<file path="src/rtl/keccak_squeezer_if.sv">
// Stream and control bundle between the permutation core, the squeezer and
// the digest consumer. The master side issues requests, supplies permutation
// results and accepts output words. The slave side is the squeezer.
interface keccak_squeezer_if #(
    parameter int W     = 64,
    parameter int LANES = 25,
    parameter int LEN_W = 16
);
    logic                 start;
    logic [1:0]           mode;
    logic [LEN_W-1:0]     out_len;
    logic [W*LANES-1:0]   state_in;
    logic                 state_valid;
    logic [W-1:0]         out;
    logic                 out_valid;
    logic                 out_ready;
    logic                 out_last;
    logic                 perm_req;
    logic                 busy;
    logic                 done;

    modport master (
        output start, mode, out_len, state_in, state_valid, out_ready,
        input  out, out_valid, out_last, perm_req, busy, done
    );

    modport slave (
        input  start, mode, out_len, state_in, state_valid, out_ready,
        output out, out_valid, out_last, perm_req, busy, done
    );
endinterface

</file>
<file path="src/rtl/keccak_squeezer.sv">
// Keccak squeeze stage: copies the rate portion of a permutation result into
// a lane buffer and streams it out one 64-bit lane per handshake. Requests
// longer than one rate block ask the core for another permutation.
module keccak_squeezer #(
    parameter int W     = 64,
    parameter int LANES = 25,
    parameter int LEN_W = 16
) (
    input  logic              clk,
    input  logic              rst,
    keccak_squeezer_if.slave  bus
);
    // Largest rate of the supported modes (SHAKE128), in lanes.
    localparam int MAX_RATE = 21;

    typedef enum logic [2:0] {IDLE, WAIT_ST, EMIT, REQ, FIN} state_t;

    state_t             state_reg;
    state_t             state_next;
    logic [4:0]         rate_last_reg;
    logic [4:0]         lane_idx_reg;
    logic [LEN_W-1:0]   remaining_reg;
    logic [W-1:0]       out_reg;
    logic [W-1:0]       lane_buf_reg [MAX_RATE];

    logic [W-1:0]       state_lane [MAX_RATE];
    logic [4:0]         start_rate_last;
    logic [LEN_W-1:0]   start_len;
    logic               handshake;
    logic               capture;
    logic               is_final;
    logic               at_boundary;
    logic [4:0]         lane_next;
    logic               unused_tail;

    // Split the rate portion of the incoming state into lanes.
    genvar gi;
    generate
        for (gi = 0; gi < MAX_RATE; gi++) begin : g_lane
            assign state_lane[gi] = bus.state_in[W*gi +: W];
        end
    endgenerate

    // Capacity lanes never leave the sponge.
    assign unused_tail = ^bus.state_in[W*LANES-1:W*MAX_RATE];

    // Mode decode: last lane index of the rate block and word count to emit.
    always_comb begin
        start_rate_last = 5'd16;
        start_len       = bus.out_len;
        case (bus.mode)
            2'd0: begin start_rate_last = 5'd16; start_len = LEN_W'(4); end
            2'd1: begin start_rate_last = 5'd8;  start_len = LEN_W'(8); end
            2'd2: begin start_rate_last = 5'd20; start_len = bus.out_len; end
            default: begin start_rate_last = 5'd16; start_len = bus.out_len; end
        endcase
    end

    // Handshake and lane-walk helpers; lane_next wraps at the rate boundary
    // so the buffer index never leaves the rate.
    always_comb begin
        handshake   = (state_reg == EMIT) && bus.out_ready;
        capture     = (state_reg == WAIT_ST) && bus.state_valid;
        is_final    = (remaining_reg == LEN_W'(1));
        at_boundary = (lane_idx_reg == rate_last_reg);
        lane_next   = at_boundary ? 5'd0 : lane_idx_reg + 5'd1;
    end

    // State register.
    always_ff @(posedge clk or posedge rst) begin
        if (rst) begin
            state_reg <= IDLE;
        end else begin
            state_reg <= state_next;
        end
    end

    // Next-state logic.
    always_comb begin
        state_next = state_reg;
        case (state_reg)
            IDLE: begin
                if (bus.start) begin
                    state_next = (start_len == '0) ? FIN : WAIT_ST;
                end
            end
            WAIT_ST: begin
                if (bus.state_valid) begin
                    state_next = EMIT;
                end
            end
            EMIT: begin
                if (handshake) begin
                    if (is_final) begin
                        state_next = FIN;
                    end else if (at_boundary) begin
                        state_next = REQ;
                    end
                end
            end
            REQ:     state_next = WAIT_ST;
            FIN:     state_next = IDLE;
            default: state_next = IDLE;
        endcase
    end

    // Request latching, lane capture and the registered output word.
    always_ff @(posedge clk or posedge rst) begin
        if (rst) begin
            rate_last_reg <= '0;
            lane_idx_reg  <= '0;
            remaining_reg <= '0;
            out_reg       <= '0;
            for (int i = 0; i < MAX_RATE; i++) begin
                lane_buf_reg[i] <= '0;
            end
        end else begin
            if ((state_reg == IDLE) && bus.start) begin
                rate_last_reg <= start_rate_last;
                remaining_reg <= start_len;
            end
            if (capture) begin
                for (int i = 0; i < MAX_RATE; i++) begin
                    lane_buf_reg[i] <= state_lane[i];
                end
                lane_idx_reg <= '0;
                out_reg      <= state_lane[0];
            end
            if (handshake) begin
                remaining_reg <= remaining_reg - LEN_W'(1);
                lane_idx_reg  <= lane_next;
                out_reg       <= lane_buf_reg[lane_next];
            end
        end
    end

    // Outputs decoded from registered state only.
    assign bus.out       = out_reg;
    assign bus.out_valid = (state_reg == EMIT);
    assign bus.out_last  = (state_reg == EMIT) && is_final;
    assign bus.perm_req  = (state_reg == REQ);
    assign bus.busy      = (state_reg != IDLE);
    assign bus.done      = (state_reg == FIN);
endmodule

</file>
<file path="src/flat_wrapper.sv">
// flat-port wrapper written by rule: the top's interface ports become plain ports
module keccak_squeezer_flat 
#(
    parameter int W     = 64,
    parameter int LANES = 25,
    parameter int LEN_W = 16
)
  (clk, rst, bus_start, bus_mode, bus_out_len, bus_state_in, bus_state_valid, bus_out_ready, bus_out, bus_out_valid, bus_out_last, bus_perm_req, bus_busy, bus_done);
  keccak_squeezer_if #(.W(W), .LANES(LANES), .LEN_W(LEN_W)) bus_i ();
  input  logic clk;
  input  logic rst;
  input wire logic [$bits(bus_i.start)-1:0] bus_start;
  input wire logic [$bits(bus_i.mode)-1:0] bus_mode;
  input wire logic [$bits(bus_i.out_len)-1:0] bus_out_len;
  input wire logic [$bits(bus_i.state_in)-1:0] bus_state_in;
  input wire logic [$bits(bus_i.state_valid)-1:0] bus_state_valid;
  input wire logic [$bits(bus_i.out_ready)-1:0] bus_out_ready;
  output wire logic [$bits(bus_i.out)-1:0] bus_out;
  output wire logic [$bits(bus_i.out_valid)-1:0] bus_out_valid;
  output wire logic [$bits(bus_i.out_last)-1:0] bus_out_last;
  output wire logic [$bits(bus_i.perm_req)-1:0] bus_perm_req;
  output wire logic [$bits(bus_i.busy)-1:0] bus_busy;
  output wire logic [$bits(bus_i.done)-1:0] bus_done;
  assign bus_i.start = bus_start;
  assign bus_i.mode = bus_mode;
  assign bus_i.out_len = bus_out_len;
  assign bus_i.state_in = bus_state_in;
  assign bus_i.state_valid = bus_state_valid;
  assign bus_i.out_ready = bus_out_ready;
  assign bus_out = bus_i.out;
  assign bus_out_valid = bus_i.out_valid;
  assign bus_out_last = bus_i.out_last;
  assign bus_perm_req = bus_i.perm_req;
  assign bus_busy = bus_i.busy;
  assign bus_done = bus_i.done;
  keccak_squeezer #(.W(W), .LANES(LANES), .LEN_W(LEN_W)) u_core (.clk(clk), .rst(rst), .bus(bus_i));
endmodule
</file>
<file path="config.mk">
export PLATFORM = sky130hd
export DESIGN_NAME = keccak_squeezer_flat
export DESIGN_NICKNAME = d
export VERILOG_FILES = /design/src/rtl/keccak_squeezer_if.sv /design/src/rtl/keccak_squeezer.sv /design/src/flat_wrapper.sv
export SDC_FILE = /design/constraint.sdc
export NUM_CORES = 2
export LEC_CHECK = 0
export ABC_AREA = 1
export CAP_MARGIN = 20
export CORE_AREA = 2 2 656 658
export DETAILED_ROUTE_END_ITERATION = 10
export DIE_AREA = 0 0 658 660
export PLACE_DENSITY_LB_ADDON = 0.15
export SLEW_MARGIN = 20
export SYNTH_ARGS = -nofsm -noshare
export SYNTH_HDL_FRONTEND = slang
export SYNTH_SLANG_ARGS = --single-unit
</file>
<file path="constraint.sdc">
create_clock -name clk -period 104.3 [get_ports clk]
set_input_delay 20.86 -clock clk [delete_from_list [all_inputs] [get_ports clk]]
set_output_delay 20.86 -clock clk [all_outputs]
set_load 0.005 [all_outputs]
</file>
==> results.json <==
{
  "avgSynthCellArea_sq_um": 7.55,
  "cp_num_buf_inv": 8,
  "cts_setup_buffers": 0,
  "synthFlopType": "dfrtp_1",
  "dieArea_sq_um": 434000,
  "cp_common_cell": "buf_4",
  "fillCellCount": 47898,
  "status": "finished clean",
  "io_buffers": 1435,
  "grt_max_degree": 240,
  "num-nets-final": 12047,
  "grt_pass1_wl_um": 571000,
  "regToRegEndpoint": "u_core.bus.out[44]",
  "cts_buffer_depth": 4,
  "ys_types": 35,
  "period_needed_ns": 25.25,
  "antenna_found_initial": 315,
  "vdd_drop_max_mv": 0.0220,
  "syn_area_sq_um": 70400,
  "synthCells": 9328,
  "setup-violations-final": 0,
  "async_reset_ff_frac": 1.00,
  "die_height_um": 660,
  "gr-total-overflow": 0,
  "r2r_slack_ns": 97.82,
  "cts_root_buf": "clkbuf_16",
  "relSlewSlack": 0.296,
  "worstPathRequired_ns": 105.16,
  "drt_iter0_drc": 5364,
  "clock_latency_ns": 0.93,
  "cts_buffers": 199,
  "hold-path-endpoint": "u_core.lane_buf_reg[1021]",
  "min_period_over_period": 0.242,
  "leakagePower_nw": 43.6,
  "place_area_sq_um": 89800,
  "final_common_cell": "nand2_1",
  "largest_reg_flops": 1344,
  "critPathKind": "input port to asynchronous set/reset pin",
  "finClkSkew_ns": 0.0521,
  "gp_congestion": 0.828,
  "via_per_inst": 4.11,
  "synth_top_cell_by_area": "dfrtp_1",
  "avgRoutedWirePerCell_um": 25.8,
  "start_util": 0.165,
  "postCtsHoldBufs": 0,
  "final_cell_mix": "nand2_1, clkdlybuf4s50_1, dfrtp_1, nand3_1, o21ai_0",
  "slowest_delay_ns": 0.81,
  "grt_pass1_vias": 66819,
  "ant_nets": 0,
  "seq_area_frac_synth": 0.510,
  "crit-reg2reg-launch": "u_core.lane_idx_reg[0]",
  "slowest_stage": "buf_4",
  "hold_depth": 2,
  "yosys_warnings": 0,
  "netlist.area_leader.share": 0.510,
  "pin_count": 1692,
  "tightest_slew_ns": 1.06,
  "drt-pass1-iter-count": 6,
  "crit_chain": "clkdlybuf4s50_1, inv_8, buf_4, buf_12, buf_4, buf_4, buf_4, buf_4",
  "powerDensity_nw_per_um2": 34.9,
  "route.detailed.drc": 0,
  "worstHoldPathType": "register to register",
  "rows": 240,
  "post-dp-hpwl_um": 311000,
  "cts_resized": 0,
  "core-area_sq_um": 427000,
  "syn_nets": 10955,
  "cp_max_fo": 130,
  "synthTopCellsByArea": "dfrtp_1, nand2_1, nand3_1",
  "die_w_um": 658,
  "cp-end-kind": "asynchronous set/reset pin",
  "area_growth_pct": 37.0,
  "max-cap-violations": 0,
  "htree_num_levels": 4,
  "tritoncts": "done",
  "routed-via-count": 67152,
  "synth_seq_cells": 1435,
  "rsz0062_at_grt": "false",
  "grt_usage": 0.188,
  "fin_setup_tns_ns": 0,
  "cts.sinks": 1435,
  "r2r_cells": 18,
  "final_area_sq_um": 96500,
  "cp_top_family": "buffers and inverters",
  "fin_hold_ws_ns": 0.469,
  "slew_violations": 0,
  "worstPathArrival_ns": 26.11,
  "fmax_mhz": 39.6,
  "min_from": "u_core.lane_buf_reg[1021]",
  "drive_gt1_frac": 0.0405,
  "totalWireLength_um": 422000,
  "synth_edf_count": 0,
  "hold_viol_final": 0,
  "crit_path_start_kind": "input port",
  "clk_pin_slew_ns": 0.06
}
-- worst min-delay path, stage by stage, from the launching register on --
cell and delay, ns:
dfrtp_1 0.33, nand2_1 0.05, nand2_1 0.05
-- per-stage QoR --
| step | power [mW] | setup WS (ns) | std cells | utilization |
|---|---|---|---|---|
| finish | 3.37 | 79.05 | 16355 | 0.226 |
| global route | 3.64 | 78.44 | 16310 | 0.226 |
| CTS | 3.43 | 78.87 | 16247 | 0.225 |
| detailed placement | 2.71 | 77.87 | 15906 | 0.211 |
| global placement | 2.70 | 77.87 | 15906 | 0.211 |
| floorplan | 1.89 | 42.97 | 9328 | - |
-- routing by layer --
| metal | track usage | up-vias | share of wire |
|---|---|---|---|
| li1 | - | 31824 | - |
| met1 | 0.253 | 32537 | 0.45 |
| met2 | 0.291 | 1984 | 0.44 |
| met3 | 0.0506 | 697 | 0.069 |
| met4 | 0.0604 | 110 | 0.031 |
| met5 | 0 | - | 0.0016 |
-- layout make-up --
type / instances / area (sq um) / share of cell area
clock inverters: 47 / 638 / 0.00661
repair buffers: 1556 / 15400 / 0.159
flip-flops and latches: 1435 / 35900 / 0.372
well taps: 5687 / 7120 / 0.0737
diodes: 108 / 270 / 0.00280
clock buffers: 294 / 5750 / 0.0596
inverters: 1161 / 4410 / 0.0457
multi-input cells: 6067 / 27000 / 0.280
-- cell usage after synthesis (all sizes together) (3+ instances only) --
| library cell | number |
|---|---|
| inv | 1158 |
| buf | 394 |
| ha | 4 |
| nand3 | 1331 |
| nand3b | 109 |
| nand4 | 5 |
| o211ai | 30 |
| clkbuf | 271 |
| nor3 | 8 |
| o22ai | 5 |
| o21ai | 1321 |
| nand2 | 3141 |
| nor2 | 28 |
| a31oi | 53 |
| a21oi | 18 |
| clkinv | 3 |
| xor2 | 3 |
| dfrtp | 1435 |
| o221ai | 6 |
-- how the worst max path moves through the flow --
stage | cells past startpoint | startpoint | end | slack, ns
2_1_floorplan | 1 | rst | u_core.bus.out[0] | 42.97
3_3_place_gp | 8 | rst | u_core.lane_buf_reg[646] | 77.87
3_5_place_dp | 8 | rst | u_core.lane_buf_reg[646] | 77.87
4_1_cts | 8 | rst | u_core.lane_buf_reg[838] | 78.87
5_1_grt | 8 | rst | u_core.lane_buf_reg[838] | 78.44
6_report | 8 | rst | u_core.lane_buf_reg[644] | 79.05
-- power by group --
part / internal (mW) / switching, mW / leakage (nW)
combinational: 0.473 / 1.28 / 23.1
sequential: 0.829 / 0.0831 / 17.4
clock: 0.407 / 0.296 / 3.13
total: 1.71 / 1.66 / 43.6
-- cell families after synthesis --
family	count (synthesis)	synth area share
xor+xnor	3	0.000373
compound gates	1436	0.105
buf+inv	1826	0.108
fa+ha+maj	4	0.000711
flops	1435	0.510
simple gates	4624	0.277
No activity file was read; power rests on OpenSTA's default activity.
